$ cat src/rtl/bullet_ctrl.sv
// -----------------------------------------------------------------------------
// bullet_ctrl
//   Per-frame bullet manager. Holds NUM_BULLETS bullet slots. On each video
//   frame tick it spawns any pending shot, advances every live bullet by SPEED
//   pixels and then streams the live bullets, in ascending slot order, to the
//   SRAM frame writer over a valid/ready handshake.
//
// Parameters
//   NUM_BULLETS  number of bullet slots (1..8)
//   SPEED        pixels moved per frame (1..64)
//
// Ports
//   i_clk         sole clock, rising edge
//   i_rst         asynchronous active-high reset
//   i_frame_tick  one-cycle pulse per video frame
//   i_fire        fire request level (rising edge = one shot)
//   i_fire_dir    shot direction, 0 = left, 1 = right
//   i_player_x    player X used for a spawned shot
//   i_squat       player squatting (selects spawn Y)
//   o_bul_valid   record valid
//   o_bul_x       record X
//   o_bul_y       record Y
//   i_bul_ready   frame writer accepts the record
//   o_frame_done  one-cycle pulse after the last record of a frame
//   o_fire_drop   one-cycle pulse: pending shot discarded, all slots busy
//   o_overrun     one-cycle pulse: frame tick arrived while still busy
//
// Build option
//   BULLET_WRAP_EN  when defined, bullets leaving the map wrap horizontally
//                   instead of being removed.
//
// State table
//   S_IDLE   | waiting for a frame tick; pending shot spawns on the tick
//   S_UPDATE | one slot moved per cycle, index 0..NUM_BULLETS-1
//   S_STREAM | live slots presented to the frame writer
//   S_DONE   | o_frame_done high for one cycle
// -----------------------------------------------------------------------------

package SramPkg;
  localparam int MAP_X          = 1023;
  localparam int MAP_Y          = 767;
  localparam int PLAYER_Y       = 384;
  localparam int SQUAT_PLAYER_Y = 512;
endpackage

module bullet_ctrl #(
  parameter int NUM_BULLETS = 4,
  parameter int SPEED       = 8
) (
  input  logic       i_clk,
  input  logic       i_rst,
  input  logic       i_frame_tick,
  input  logic       i_fire,
  input  logic       i_fire_dir,
  input  logic [9:0] i_player_x,
  input  logic       i_squat,
  output logic       o_bul_valid,
  output logic [9:0] o_bul_x,
  output logic [8:0] o_bul_y,
  input  logic       i_bul_ready,
  output logic       o_frame_done,
  output logic       o_fire_drop,
  output logic       o_overrun
);

  // Index/pointer width must also hold NUM_BULLETS (one past the last slot).
  localparam int IW = $clog2(NUM_BULLETS + 1);

  localparam logic [10:0] C_SPEED   = 11'(SPEED);
  localparam logic [9:0]  C_SPEED10 = 10'(SPEED);
  localparam logic [10:0] C_MAP_X   = 11'(SramPkg::MAP_X);
`ifdef BULLET_WRAP_EN
  localparam logic [10:0] C_WRAP    = 11'd1024;
`endif
  // The record Y field is 9 bits wide, so the squat spawn height (512) is
  // carried as its low 9 bits; the frame writer adds the missing MSB.
  localparam logic [8:0]  C_Y_STAND = 9'(SramPkg::PLAYER_Y);
  localparam logic [8:0]  C_Y_SQUAT = 9'(SramPkg::SQUAT_PLAYER_Y);

  typedef enum logic [1:0] {
    S_IDLE,
    S_UPDATE,
    S_STREAM,
    S_DONE
  } state_t;

  state_t r_state;
  state_t w_nxt_state;

  logic [NUM_BULLETS-1:0] r_act;
  logic [NUM_BULLETS-1:0] r_dir;
  logic [NUM_BULLETS-1:0] r_skip;
  logic [9:0]             r_x [NUM_BULLETS];
  logic [8:0]             r_y [NUM_BULLETS];

  logic [IW-1:0] r_idx;
  logic [IW-1:0] r_ptr;

  logic       r_fire_d;
  logic       r_pending;
  logic       r_fire_drop;
  logic       r_overrun;
  logic       r_valid;
  logic [9:0] r_out_x;
  logic [8:0] r_out_y;

  logic          w_fire_rise;
  logic          w_take_fire;
  logic          w_can_load;
  logic          w_free_found;
  logic [IW-1:0] w_free_idx;
  logic          w_act_found;
  logic [IW-1:0] w_act_idx;
  logic [9:0]    w_act_x;
  logic [8:0]    w_act_y;
  logic          w_cur_act;
  logic          w_cur_dir;
  logic [9:0]    w_cur_x;
  logic [10:0]   w_sum;
  logic [9:0]    w_diff;
  logic          w_new_act;
  logic [9:0]    w_new_x;

  assign w_fire_rise = i_fire & ~r_fire_d;
  assign w_take_fire = (r_state == S_IDLE) & i_frame_tick & r_pending;
  // Output register may be reloaded when empty or being accepted this cycle.
  assign w_can_load  = ~r_valid | i_bul_ready;

  // Lowest-index free slot (scan downward so the lowest match wins).
  always_comb begin
    w_free_found = 1'b0;
    w_free_idx   = '0;
    for (int i = NUM_BULLETS - 1; i >= 0; i--) begin
      if (!r_act[i]) begin
        w_free_found = 1'b1;
        w_free_idx   = IW'(i);
      end
    end
  end

  // Lowest-index live slot at or above the stream pointer.
  always_comb begin
    w_act_found = 1'b0;
    w_act_idx   = '0;
    w_act_x     = '0;
    w_act_y     = '0;
    for (int i = NUM_BULLETS - 1; i >= 0; i--) begin
      if (r_act[i] && (IW'(i) >= r_ptr)) begin
        w_act_found = 1'b1;
        w_act_idx   = IW'(i);
        w_act_x     = r_x[i];
        w_act_y     = r_y[i];
      end
    end
  end

  // Slot currently visited by UPDATE and its moved position.
  always_comb begin
    w_cur_act = 1'b0;
    w_cur_dir = 1'b0;
    w_cur_x   = '0;
    for (int i = 0; i < NUM_BULLETS; i++) begin
      if (r_idx == IW'(i)) begin
        w_cur_act = r_act[i];
        w_cur_dir = r_dir[i];
        w_cur_x   = r_x[i];
      end
    end
  end

  assign w_sum  = {1'b0, w_cur_x} + C_SPEED;
  assign w_diff = w_cur_x - C_SPEED10;

  always_comb begin
    w_new_act = w_cur_act;
    w_new_x   = w_cur_x;
    if (w_cur_dir) begin
      if (w_sum > C_MAP_X) begin
`ifdef BULLET_WRAP_EN
        w_new_x = 10'(w_sum - C_WRAP);
`else
        w_new_act = 1'b0;
`endif
      end else begin
        w_new_x = w_sum[9:0];
      end
    end else begin
      if ({1'b0, w_cur_x} < C_SPEED) begin
`ifdef BULLET_WRAP_EN
        w_new_x = 10'({1'b0, w_cur_x} + C_WRAP - C_SPEED);
`else
        w_new_act = 1'b0;
`endif
      end else begin
        w_new_x = w_diff;
      end
    end
  end

  always_comb begin
    w_nxt_state = r_state;
    case (r_state)
      S_IDLE:   if (i_frame_tick) w_nxt_state = S_UPDATE;
      S_UPDATE: if (r_idx == IW'(NUM_BULLETS - 1)) w_nxt_state = S_STREAM;
      S_STREAM: if (w_can_load && !w_act_found) w_nxt_state = S_DONE;
      S_DONE:   w_nxt_state = S_IDLE;
      default:  w_nxt_state = S_IDLE;
    endcase
  end

  always_ff @(posedge i_clk or posedge i_rst) begin
    if (i_rst) begin
      r_state <= S_IDLE;
    end else begin
      r_state <= w_nxt_state;
    end
  end

  always_ff @(posedge i_clk or posedge i_rst) begin
    if (i_rst) begin
      r_act       <= '0;
      r_dir       <= '0;
      r_skip      <= '0;
      for (int i = 0; i < NUM_BULLETS; i++) begin
        r_x[i] <= '0;
        r_y[i] <= '0;
      end
      r_idx       <= '0;
      r_ptr       <= '0;
      r_fire_d    <= 1'b0;
      r_pending   <= 1'b0;
      r_fire_drop <= 1'b0;
      r_overrun   <= 1'b0;
      r_valid     <= 1'b0;
      r_out_x     <= '0;
      r_out_y     <= '0;
    end else begin
      r_fire_d    <= i_fire;
      // A new edge on the spawn cycle re-arms the flag for the next frame.
      r_pending   <= w_fire_rise | (r_pending & ~w_take_fire);
      r_fire_drop <= w_take_fire & ~w_free_found;
      r_overrun   <= i_frame_tick & (r_state != S_IDLE);

      case (r_state)
        S_IDLE: begin
          r_idx   <= '0;
          r_ptr   <= '0;
          r_valid <= 1'b0;
          if (w_take_fire && w_free_found) begin
            for (int i = 0; i < NUM_BULLETS; i++) begin
              if (w_free_idx == IW'(i)) begin
                r_act[i]  <= 1'b1;
                r_skip[i] <= 1'b1;  // freshly spawned: not moved this frame
                r_dir[i]  <= i_fire_dir;
                r_x[i]    <= i_player_x;
                r_y[i]    <= i_squat ? C_Y_SQUAT : C_Y_STAND;
              end
            end
          end
        end

        S_UPDATE: begin
          r_idx <= r_idx + IW'(1);
          for (int i = 0; i < NUM_BULLETS; i++) begin
            if (r_idx == IW'(i)) begin
              if (r_skip[i]) begin
                r_skip[i] <= 1'b0;
              end else if (r_act[i]) begin
                r_act[i] <= w_new_act;
                r_x[i]   <= w_new_x;
              end
            end
          end
        end

        S_STREAM: begin
          if (w_can_load) begin
            if (w_act_found) begin
              r_valid <= 1'b1;
              r_out_x <= w_act_x;
              r_out_y <= w_act_y;
              r_ptr   <= w_act_idx + IW'(1);
            end else begin
              r_valid <= 1'b0;
            end
          end
        end

        default: begin
          r_valid <= 1'b0;
        end
      endcase
    end
  end

  assign o_bul_valid  = r_valid;
  assign o_bul_x      = r_out_x;
  assign o_bul_y      = r_out_y;
  assign o_frame_done = (r_state == S_DONE);
  assign o_fire_drop  = r_fire_drop;
  assign o_overrun    = r_overrun;

endmodule

$ cat config.mk
export PLATFORM = sky130hd
export DESIGN_NAME = bullet_ctrl
export DESIGN_NICKNAME = d
export VERILOG_FILES = /design/src/rtl/bullet_ctrl.sv
export SDC_FILE = /design/constraint.sdc
export NUM_CORES = 1
export LEC_CHECK = 0
export CORE_UTILIZATION = 38
export DETAILED_ROUTE_END_ITERATION = 10
export HOLD_SLACK_MARGIN = 0.1
export PLACE_DENSITY = 0.55
export SLEW_MARGIN = 20
export SYNTH_ARGS = -nofsm -noshare
export SYNTH_HDL_FRONTEND = slang
export SYNTH_SLANG_ARGS = --single-unit
$ cat constraint.sdc
create_clock -name i_clk -period 3.5 [get_ports i_clk]
set_input_delay 0.525 -clock i_clk [delete_from_list [all_inputs] [get_ports i_clk]]
set_output_delay 0.525 -clock i_clk [all_outputs]
set_load 0.02 [all_outputs]
* Word-level counts from Yosys, hierarchy flattened
Cells that the tools add are included.
** Word-level totals
- Flip-flop bits (word level) :: 120
- Input port bits :: 17
- Output and inout port bits :: 23
- Word-level logic and storage cells :: 210
** Operators by class
- Add/subtract/negate cells :: 4
- Magnitude comparators :: 6
- Equality and inequality tests :: 30
- Muxes and demuxes :: 94
- Bitwise gates (word level) :: 13
- Reductions and logical operators :: 33
** Operators with widths (number)
- $mux 10 :: 27
- $pmux 40 s2 :: 1
- $mux 9 :: 5
- $mux 1 :: 40
- $mux 40 :: 1
- $ne 2x2->1 const B :: 16
- $mux 3 :: 8
- $reduce_and 6->1 :: 4
- $reduce_and 3->1 :: 7
- $reduce_and 5->1 :: 4
- $pmux 4 s2 :: 2
- $reduce_and 4->1 :: 4
- $eq 3x2->1 const B :: 4
- $pmux 3 s2 :: 2
- $add 10x4->11 const B :: 1
- $gt 11x10->1 const B :: 1
- $lt 10x4->1 const B :: 1
- $mux 2 :: 5
- $ne 2x1->1 const B :: 5
- $sub 10x4->10 const B :: 1
- $pmux 2 s4 :: 1
- $add 3x1->3 const B :: 2
- $and 1x1->1 :: 6
- $eq 3x1->1 const B :: 2
- other kinds (14) :: 30

* Logic depth before layout (Yosys ltp)
Gate-level depths: netlist of run 1.
- Depth in word-level cells :: 13
- Mapped depth :: 16

* Least setup slack after synthesis of run 1
OpenSTA, ideal clock, no wires.
- Path kind :: reg2reg
- Start point :: reg r_idx[0]
- End point :: reg r_x[24] (netlist name)
- Arrival time :: 3.142 ns
- Required time :: 3.361 ns
- Slack :: 0.219 ns
- Stages on the path, launching flop included :: 16
- Path buffers :: 2
- Path through :: dfrtp_1 ha_1 ha_1 or2_1 buf_2 a221o_1 nand2_1 ha_1 inv_1 a2111oi_0 o21bai_1 and4b_1 clkbuf_1 and4_1 nor3b_2 o221ai_1
** Between the ends
- Cells in the longest elaborated chain, start to end :: 13
- Elaborated cells on any way between the ends :: 25
- Classes of those cells :: 2 x add/sub; 2 x order compare; 4 x eq/ne; 15 x mux; 2 x reduce/logical
** Ends and longest elaborated chain
- from (decl) :: line 96 : logic [IW-1:0] r_idx;
- from (signal assigned) :: line 263 : r_idx <= r_idx + IW'(1);
- $logic_not 3->1 :: line 163 : if (r_idx == IW'(i)) begin
- $mux 10 (4 in series) :: line 163
- $add 10x4->11 :: line 171 : assign w_sum = {1'b0, w_cur_x} + C_SPEED;
- $gt 11x10->1 :: line 178 : if (w_sum > C_MAP_X) begin
- $mux 10 :: line 178
- $mux 10 :: line 177 : if (w_cur_dir) begin
- $mux 10 :: line 268 : end else if (r_act[i]) begin
- $mux 10 :: line 266 : if (r_skip[i]) begin
- $mux 10 :: line 265 : if (r_idx == IW'(i)) begin
- $pmux 40 s2 :: line 244 : case (r_state)
- to (signal, indexed assignment) :: line 255 : r_x[i] <= i_player_x;
- to (signal, indexed assignment) :: line 270 : r_x[i] <= w_new_x;
- to (decl) :: line 93 : logic [9:0] r_x [NUM_BULLETS];
Parallel ways exist; a longest one is shown, timed or not. The select of a mux whose other input is x is not followed.
A chain may end at the register's enable or synchronous reset.

* Worst setup path in the final report of run 1
- Start point :: reg r_idx[0]
- End point :: reg r_x[34] (netlist name)
** Between the ends
- Cells in the longest elaborated chain, start to end :: 13
- Elaborated cells on any way between the ends :: 25
- Classes of those cells :: 2 x add/sub; 2 x order compare; 4 x eq/ne; 15 x mux; 2 x reduce/logical
** Ends and longest elaborated chain (line)
- $logic_not 3->1 :: 163, 265
- $mux 10 (4 in series) :: 163
- $add 10x4->11 :: 171
- $gt 11x10->1 :: 178
- $mux 10 :: 178
- $mux 10 :: 177
- $mux 10 :: 268
- $mux 10 :: 266
- $mux 10 :: 265
- $pmux 40 s2 :: 244
Parallel ways exist; a longest one is shown, timed or not. The select of a mux whose other input is x is not followed.

==> results_dict.tcl, run 1 <==
set metrics [dict create \
    io_pins 40 \
    skew_ns 0.00966 \
    fin_nets 654 \
    p_comb_frac 0.615 \
    cts_tree "done" \
    reg2regPathDepth 13 \
    path_class "reg2reg" \
    die_h_um 116 \
    min-delay-start "r_fire_d$_DFF_PP0_" \
    rsz0062_at_grt "no" \
    clock_latency_ns 0.35 \
    grt_use_total 0.245 \
    grt_start_max_net_pins 53 \
    setup_viol 0 \
    r2r_end "r_x[34]$_DFFE_PP0P_" \
    placed_cell_area_um2 5590 \
    p_sw_w 0.00335 \
    h-tree-depth 3 \
    p_clk_frac 0.137 \
    grt_util_met3 0.0368 \
    cts_buffers 9 \
    critPathMaxStageDelay_ns 0.42 \
    hold_depth 1 \
    tightest_slew_ns 1.06 \
    placed_cells 785 \
    min_to "r_pending$_DFF_PP0_" \
    clk_path_buf_depth 2 \
    finalPower_w 0.00698 \
    ir_worst_vdd_v 0.000359 \
    hold_class "reg2reg" \
    design_area_um2 5910 \
    finalCriticalPeriod_ns 3.36 \
    clkTransAtPathRegs_ns 0.06 \
    crit_arrival_ns 3.57 \
    vias 4677 \
    ys_seq_elements 80 \
    dr.pass1.iters 6 \
    period_share 0.960 \
    timing.fmax_mhz 298 \
    final_cells 800 \
    hold_viol_final 0 \
    cap_violations 0 \
    die_area_um2 13500 \
    p_int_w 0.00363 \
    netlist_area_um2 4950 \
    wl_per_cell_um 19.1 \
    cp_max_fo 8 \
    power_leakage_nw 2.47 \
    slew_violations 0 \
    rows 41 \
    antenna_found_initial 0 \
    met1_usage 0.357 \
    cp_slowest_cell "dfrtp_1" \
    numPortBuffers 32 \
    reg2reg_slack_ns 0.14 \
    initial_core_util 0.391 \
    async_reset_ff_frac 1.00 \
    met2_usage 0.354 \
    cts.sinks 80 \
    sw_frac_of_total 0.480 \
    synth_edf_count 0 \
    root_buffer "clkbuf_16" \
    p_per_area_nw_per_um2 1180 \
    syn_inst 584 \
    status "finished, final reports clean" \
    endpoint_kind "flip-flop" \
    syn_area_per_cell_um2 8.48 \
    worst_r2r_startpoint "r_idx[0]$_DFFE_PP0N_" \
    tns_ns 0 \
    grt_pass1_vias 4364 \
    core_area_um2 12700 \
    die_x_um 116 \
    ant_nets 0 \
    grt_first_pass_wirelength_um 24400 \
    drive_above_1_share 0.119 \
    syn_to_final_growth_pct 19.5 \
    post-cts-setup-buffers 0 \
    drt-initial-drc-count 456 \
    yosysWarnings 0 \
    yosysSeqAreaShare 0.404 \
    routed_wirelength_um 15300 \
    p_seq_frac 0.248 \
    overflow 0 \
    synthDistinctLibCells 66 \
    drc_errors 0 \
    fin_hold_ws_ns 0.445 \
    max_slew_margin 0.288 \
    routabilityCongestion 0.906 \
    critPathRequiredTime_ns 3.71 \
    vias_per_cell 5.85 \
    cp-start-kind "flip-flop" \
    dp_hpwl_um 10900 \
    grt-busiest-layer "met1" \
    synth-main-ff-cell "dfrtp_1" \
    antennaDiodeCount 0 \
    path_cells "ha_1 -> ha_1 -> or2_1 -> a221o_1 -> nand2_1 -> ha_1 -> inv_1 -> a2111oi_1 -> o21bai_1 -> and4b_2 -> and4_1 -> nor3b_4 -> o221ai_1" \
    cpMostUsedCell "ha_1" \
]
## metal layers
layer / vias to the layer above / wire [µm]
met5: - / 0
li1: 2192 / -
met2: 190 / 6570
met4: 0 / 444
met3: 31 / 1090
met1: 2264 / 7190
## kinds of logic after synthesis
kind of cell | synth area share
AND/OR/NAND/NOR | 0.212
AO/OA/AOI/OAI | 0.245
flip-flops | 0.404
buffers and inverters | 0.0594
multiplexers | 0.0374
adder cells (fa/ha/maj) | 0.0329
XOR/XNOR | 0.00884
other | 0.000757
## registers in the layout, indices dropped and copies added, names as in the netlist, 2 cells and up
register,flops
r_y,4
r_x,40
r_ptr,3
r_dir,4
r_act,4
r_skip,4
r_state,2
r_idx,3
o_bul_x,10
## worst max path at each step
| stage | slack [ns] | depth (start not counted) | from | end |
|---|---|---|---|---|
| 6_report | 0.14 | 13 | r_idx[0]$_DFFE_PP0N_ | r_x[34]$_DFFE_PP0P_ |
| 5_1_grt | 0.01 | 13 | r_idx[0]$_DFFE_PP0N_ | r_x[34]$_DFFE_PP0P_ |
| 4_1_cts | 0.02 | 13 | r_idx[0]$_DFFE_PP0N_ | r_x[29]$_DFFE_PP0P_ |
| 3_5_place_dp | 0.06 | 13 | r_idx[0]$_DFFE_PP0N_ | r_x[29]$_DFFE_PP0P_ |
| 3_3_place_gp | 0.13 | 13 | r_idx[0]$_DFFE_PP0N_ | r_x[39]$_DFFE_PP0P_ |
| 2_1_floorplan | 0.22 | 15 | r_idx[0]$_DFFE_PP0N_ | r_x[24]$_DFFE_PP0P_ |
## placed cells by master, fill, tap and decap left out, types with 3 or more instances in the layout
cell / instances
a311o_1: 3
a221oi_1: 16
o31ai_1: 5
and3_1: 6
clkdlybuf4s50_1: 32
mux2i_1: 5
nor2_1: 66
mux2_2: 12
nand2b_1: 15
nand2_1: 60
a211oi_1: 5
clkbuf_16: 9
a32oi_1: 4
dfrtp_1: 80
a21oi_1: 43
ha_1: 11
a221o_1: 5
nor4_1: 3
or2_2: 5
xnor2_1: 5
o21ai_0: 45
and2_1: 8
nor3_1: 16
buf_4: 32
nand3b_1: 6
nand3_1: 9
nor2b_1: 7
or3_1: 3
o221ai_1: 6
conb_1: 7
a22oi_1: 3
o211ai_1: 4
a31oi_1: 14
inv_1: 26
## power groups by stage
| stage | Clock [W] | Sequential (W) | Combinational [W] |
|---|---|---|---|
| finish | 0.000954 | 0.00173 | 0.00429 |
| global route | 0.00101 | 0.00179 | 0.00471 |
| CTS | 0.000969 | 0.00172 | 0.00417 |
| detailed placement | 0 | 0.00173 | 0.00415 |
| global placement | 0 | 0.00173 | 0.00411 |
| floorplan | 0 | 0.00168 | 0.00275 |
## worst max-delay path, delay by kind of cell (launching register included)
| kind | cells | cell delay [ns] |
|---|---|---|
| buffers and inverters | 1 | 0.10 |
| flip-flops | 1 | 0.42 |
| AO/OA/AOI/OAI | 4 | 0.95 |
| adder cells (fa/ha/maj) | 3 | 0.55 |
| AND/OR/NAND/NOR | 5 | 1.20 |
## final cells by class
type	count	area [µm²]
Clock buffer	12	246
Tap cell	172	215
Timing Repair Buffer	65	581
Inverter	27	103
Clock inverter	3	42.5
Sequential cell	80	2000
Multi-Input combinational cell	441	2730
Fill cell	1225	6760
## metrics by stage
stage,worst slack [ns],utilization
4_1_cts,0.0201,0.464
6_report,0.139,0.467
5_1_grt,0.0100,0.467
3_3_place_gp,0.127,0.441
2_1_floorplan,0.219,-
3_5_place_dp,0.0644,0.441
## cell usage after synthesis, types with 4 or more instances
cell type / count / share of area
nor2_1: 66 / 0.050
a21oi_1: 43 / 0.043
o211ai_1: 4 / 0.0061
o31ai_1: 6 / 0.0091
nor3_1: 16 / 0.016
buf_4: 8 / 0.012
a32oi_1: 4 / 0.0071
nand3_1: 9 / 0.0091
buf_2: 4 / 0.0040
a31oi_1: 14 / 0.018
and3_1: 6 / 0.0076
o221ai_1: 7 / 0.012
nand3b_1: 6 / 0.0091
o21ai_0: 45 / 0.045
inv_1: 27 / 0.020
a221o_1: 5 / 0.010
dfrtp_1: 80 / 0.40
mux2_2: 12 / 0.027
nor2b_1: 7 / 0.0088
or2_2: 5 / 0.0063
and2_1: 8 / 0.010
xnor2_1: 5 / 0.0088
a221oi_1: 16 / 0.028
nand2_1: 60 / 0.045
mux2i_1: 5 / 0.010
nand2b_1: 15 / 0.019
clkbuf_1: 29 / 0.022
ha_1: 13 / 0.033
a211oi_1: 5 / 0.0076
## what timing repair did
action | 4_1_cts | 5_1_grt
hold buffers | 0 | 0
setup endpoints to repair | 0 | 25
gates resized for setup | 0 | 11
No activity file was read; power rests on OpenSTA's default activity.
==> run 2, diff against run 1 <==
--- a/config.mk
+++ b/config.mk
@@ -5,10 +5,12 @@
 export SDC_FILE = /design/constraint.sdc
 export NUM_CORES = 1
 export LEC_CHECK = 0
+export CELL_PAD_IN_SITES_DETAIL_PLACEMENT = 1
+export CELL_PAD_IN_SITES_GLOBAL_PLACEMENT = 1
 export CORE_UTILIZATION = 38
 export DETAILED_ROUTE_END_ITERATION = 10
 export HOLD_SLACK_MARGIN = 0.1
-export PLACE_DENSITY = 0.55
+export PLACE_DENSITY = 0.7
 export SLEW_MARGIN = 20
 export SYNTH_ARGS = -nofsm -noshare
 export SYNTH_HDL_FRONTEND = slang
==> constraint.sdc (replaced) <==
create_clock -name i_clk -period 2.8 [get_ports i_clk]
set_input_delay 0.42 -clock i_clk [delete_from_list [all_inputs] [get_ports i_clk]]
set_output_delay 0.42 -clock i_clk [all_outputs]
set_load 0.02 [all_outputs]
==> results_dict.tcl, run 2 (synthesis gave the netlist of run 1 again) <==
set metrics [dict create \
    cts.sinks 80 \
    endpoint_kind "flip-flop" \
    routabilityCongestion 0.932 \
    finalCriticalPeriod_ns 3.18 \
    failed_checks "negative setup slack" \
    grt_start_max_net_pins 43 \
    routed_wirelength_um 19000 \
    grt_pass1_vias 5293 \
    rows 41 \
    cap_violations 0 \
    syn_to_final_growth_pct 39.7 \
    max_flop_register "r_x" \
    hold_viol_final 0 \
    cts_tree "done" \
    most-common-layout-cells "99 x buf_4, 78 x dfrtp_1, 65 x nor2_1, 58 x nand2_1, 40 x o21ai_0" \
    dp_hpwl_um 13900 \
    dr.pass1.iters 5 \
    final_util 0.546 \
    path_class "reg2reg" \
    power_leakage_nw 2.92 \
    final_common_cell "buf_4" \
    vias_per_cell 5.87 \
    core_area_um2 12700 \
    placed_cell_area_um2 6170 \
    antennaDiodeCount 0 \
    largest_register_ffs 40 \
    fin_nets 730 \
    final_cells 875 \
    cts_buffers 9 \
    placed_cells 848 \
    setup_viol 32 \
    drt-initial-drc-count 367 \
    die_x_um 116 \
    hold_depth 1 \
    antenna_found_initial 0 \
    p_per_area_nw_per_um2 1580 \
    overflow 0 \
    period_share 1.14 \
    critPathRequiredTime_ns 3.05 \
    worst_slack_ns -0.383 \
    tightest_slew_ns 1.11 \
    status "finished with violations" \
    clock_latency_ns 0.34 \
    max_slew_margin 0.255 \
    tns_ns -9.32 \
    drc_errors 0 \
    drive_above_1_share 0.287 \
    wl_per_cell_um 21.7 \
    hold_class "reg2reg" \
    die_h_um 116 \
    clkTransAtPathRegs_ns 0.06 \
    initial_core_util 0.391 \
    die_area_um2 13500 \
    skew_ns 0.00551 \
    vias 5132 \
    clk_path_buf_depth 2 \
    reg2regPathDepth 14 \
    ant_nets 0 \
    root_buffer "clkbuf_16" \
    grt_first_pass_wirelength_um 29400 \
    cp_max_fo 6 \
    rsz0062_at_grt "yes" \
    ir_worst_vdd_v 0.000678 \
    fin_hold_ws_ns 0.421 \
    cp-start-kind "flip-flop" \
    slew_violations 0 \
    h-tree-depth 3 \
    design_area_um2 6920 \
    io_pins 40 \
    crit_arrival_ns 3.43 \
    timing.fmax_mhz 314 \
    numPortBuffers 32 \
    grt_use_total 0.294 \
]
[run 2: cell count changes in the layout (fill, tap and decap cells not counted), moves of 6 or more]
| cell | change |
|---|---|
| a21oi_1 | -10 |
| a21oi_2 | +10 |
| buf_4 | +67 |
| buf_6 | +6 |
| ha_4 | +6 |
[run 2: final timing paths]
path                       slack [ns]                      end                 start
min                              0.42      r_pending$_DFF_PP0_    r_fire_d$_DFF_PP0_
max                             -0.38      r_x[37]$_DFFE_PP0P_  r_idx[0]$_DFFE_PP0N_
min reg2reg                      0.42      r_pending$_DFF_PP0_    r_fire_d$_DFF_PP0_
max reg2reg                     -0.38      r_x[37]$_DFFE_PP0P_  r_idx[0]$_DFFE_PP0N_
min in group asynchronous        0.51  o_bul_valid$_DFFE_PP0P_                 i_rst
max in group asynchronous        1.62      r_x[32]$_DFFE_PP0P_                 i_rst
[run 2: timing repair]
action                                  CTS  global route
setup buffers                             8             5
hold endpoints to repair                  0             0
pin swaps                                32            22
endpoints found under the setup margin   32            32
hold buffers                              0             0
gates cloned                              0             0
gates resized for setup                  45            23
[run 2: layout make-up]
class | instances | area [µm²]
Clock inverter | 4 | 95.1
Multi-Input combinational cell | 441 | 3050
Timing Repair Buffer | 141 | 1210
Tap cell | 172 | 215
Fill cell | 1501 | 5760
Sequential cell | 80 | 2000
Inverter | 27 | 113
Clock buffer | 10 | 229
[run 2: worst max-delay path, cell delays in order (launching register included)]
cell and delay [ns]:
dfrtp_2 0.47, ha_4 0.20, ha_4 0.16, or2_4 0.25, a221o_1 0.32, nand2_2 0.12
ha_4 0.17, inv_8 0.04, and3_4 0.14, o21bai_1 0.16, and4b_2 0.35, and4_1 0.27
o21ai_1 0.08, buf_4 0.16, a31oi_1 0.20
[run 2: per-layer routing]
layer | share of wire | vias up | GRT usage
met1 | 0.45 | 2593 | 0.393
li1 | - | 2336 | -
met2 | 0.47 | 167 | 0.481
met3 | 0.047 | 36 | 0.0462
met5 | 0 | - | 0
met4 | 0.026 | 0 | 0.109
[run 2: power by group]
group          total (W)  switching [W]  leakage (nW)  internal [W]
logic            0.00739        0.00411          1.82       0.00328
registers        0.00223       0.000530         0.943       0.00170
clock network    0.00132       0.000461         0.158      0.000860
[run 2: stage by stage]
| stage | total power, W | setup WS, ns |
|---|---|---|
| 2_1_floorplan | 0.00569 | -0.207 |
| 3_5_place_dp | 0.00872 | -0.493 |
| 6_report | 0.0109 | -0.383 |
| 3_3_place_gp | 0.00848 | -0.340 |
| 4_1_cts | 0.0106 | -0.346 |
| 5_1_grt | 0.0116 | -0.502 |
==> run 3, diff against run 2 <==
--- a/config.mk
+++ b/config.mk
@@ -11,6 +11,7 @@
 export DETAILED_ROUTE_END_ITERATION = 10
 export HOLD_SLACK_MARGIN = 0.1
 export PLACE_DENSITY = 0.7
+export REMOVE_ABC_BUFFERS = 1
 export SLEW_MARGIN = 20
 export SYNTH_ARGS = -nofsm -noshare
 export SYNTH_HDL_FRONTEND = slang
==> results_dict.tcl, run 3 (synthesis gave the netlist of run 1 again) <==
set metrics [dict create \
    status "finished with violations" \
    failed_checks "negative setup slack" \
    period_share 1.16 \
    cts_buffers 9 \
    sw_frac_of_total 0.466 \
    rsz0062_at_grt "yes" \
    p_per_area_nw_per_um2 1570 \
    vias 5088 \
    place_ws_ns -0.726 \
    cp-startpoint "r_idx[0]$_DFFE_PP0N_" \
    grt_first_pass_wirelength_um 29900 \
    antennaDiodeCount 0 \
    clock_latency_ns 0.36 \
    hold_class "reg2reg" \
    met1_usage 0.373 \
    root_buffer "clkbuf_16" \
    slew_violations 0 \
    drt-initial-drc-count 280 \
    grt_pass1_vias 5377 \
    cap_violations 0 \
    cts.sinks 80 \
    skew_ns 0.00735 \
    io_pins 40 \
    endpoint_kind "flip-flop" \
    hold_buffers 0 \
    max_flop_register "r_x" \
    drive_above_1_share 0.295 \
    final_common_cell "buf_4" \
    grt_util_met3 0.0353 \
    cp-start-kind "flip-flop" \
    crit_arrival_ns 3.46 \
    initial_core_util 0.391 \
    cts_tree "done" \
    vias_per_cell 5.78 \
    die_h_um 116 \
    fillCellCount 1467 \
    p_sw_w 0.00513 \
    rows 41 \
    worst_slack_ns -0.451 \
    setup_viol 32 \
    fin_hold_ws_ns 0.430 \
    p_seq_frac 0.197 \
    hold_viol_final 0 \
    antenna_found_initial 0 \
    core_area_um2 12700 \
    clk_path_buf_depth 2 \
    fin_nets 733 \
    h-tree-depth 3 \
    met2_usage 0.513 \
    grt_use_total 0.298 \
    final_util 0.555 \
    ir_worst_vdd_v 0.000614 \
    wl_per_cell_um 21.8 \
    ff_latch_area_um2 2000 \
    routed_wirelength_um 19200 \
    power_leakage_nw 2.94 \
    p_clk_frac 0.129 \
    drc_errors 0 \
    largest_register_ffs 40 \
    multiInputGateArea_um2 3100 \
    grt-busiest-layer "met2" \
    clkTransAtPathRegs_ns 0.06 \
    min-delay-start "r_fire_d$_DFF_PP0_" \
    finalCriticalPeriod_ns 3.25 \
    timing.fmax_mhz 308 \
    syn_to_final_growth_pct 41.9 \
    p_comb_frac 0.674 \
    grt_start_max_net_pins 46 \
    p_int_w 0.00587 \
    max_slew_margin 0.468 \
    routabilityCongestion 0.883 \
    cp_max_fo 20 \
    worst_r2r_startpoint "r_idx[0]$_DFFE_PP0N_" \
    overflow 0 \
    die_area_um2 13500 \
    tightest_slew_ns 0.793 \
    dr.pass1.iters 4 \
    ant_nets 0 \
    dp_hpwl_um 13100 \
    die_x_um 116 \
    path_class "reg2reg" \
    critPathRequiredTime_ns 3.01 \
    most-common-layout-cells "97 x buf_4, 80 x dfrtp_1, 64 x nor2_1, 58 x nand2_1, 40 x o21ai_0" \
    numPortBuffers 32 \
]
-- run 3: metal layers --
layer | vias to the layer above | share of wire
met3 | 40 | 0.035
li1 | 2342 | -
met1 | 2580 | 0.43
met2 | 126 | 0.51
met5 | - | 0
met4 | 0 | 0.032
-- run 3: metrics by stage --
step	power, W	cells	TNS (ns)	cell area [µm²]
after floorplan	0.00542	548	-28.03	4780
after global placement	0.00812	844	-13.45	6060
after detailed placement	0.00832	844	-18.16	6060
after CTS	0.0106	871	-8.66	6850
after global routing	0.0117	880	-15.92	7030
final	0.0110	880	-11.74	7030
-- run 3: timing repair --
item / 4_1_cts / 5_1_grt
resized for setup: 75 / 26
endpoints found under the setup margin: 32 / 32
setup buffers: 11 / 10
pin swaps: 33 / 17
cloned: 0 / 0
-- run 3: final cells by class --
cell class              instances  area share
multi-input cells             441       0.441
flip-flops and latches         80       0.285
repair buffers                144       0.178
clock buffers                   9      0.0321
well taps                     172      0.0306
clock inverters                 7      0.0178
inverters                      27      0.0157
-- run 3: path summary, 6_finish.rpt --
check                                 endpoint  slack [ns]  cells past startpoint
hold reg to reg            r_pending$_DFF_PP0_        0.43                      1
hold / removal             r_pending$_DFF_PP0_        0.43                      1
setup reg to reg           r_x[16]$_DFFE_PP0P_       -0.45                     16
max in group asynchronous  r_x[27]$_DFFE_PP0P_        1.53                      4
setup / recovery           r_x[16]$_DFFE_PP0P_       -0.45                     16
min in group asynchronous  r_x[25]$_DFFE_PP0P_        0.44                      2
-- run 3: power by group through the flow --
| stage | Sequential, W | Combinational (W) | Clock [W] |
|---|---|---|---|
| 3_5_place_dp | 0.00216 | 0.00616 | 0 |
| 4_1_cts | 0.00215 | 0.00699 | 0.00144 |
| 3_3_place_gp | 0.00212 | 0.00600 | 0 |
| 2_1_floorplan | 0.00212 | 0.00330 | 0 |
| 5_1_grt | 0.00222 | 0.00799 | 0.00149 |
| 6_report | 0.00216 | 0.00742 | 0.00142 |
-- run 3: worst max-delay path: stages (launching register included) --
cell	delay [ns]
dfrtp_1	0.40
ha_2	0.21
ha_4	0.16
buf_4	0.23
nand2_1	0.18
nand2_2	0.10
buf_4	0.14
buf_6	0.13
inv_1	0.09
ha_1	0.19
and3b_1	0.18
and4b_2	0.29
buf_6	0.12
nand3_4	0.08
a221oi_4	0.35
buf_6	0.17
o221ai_2	0.08
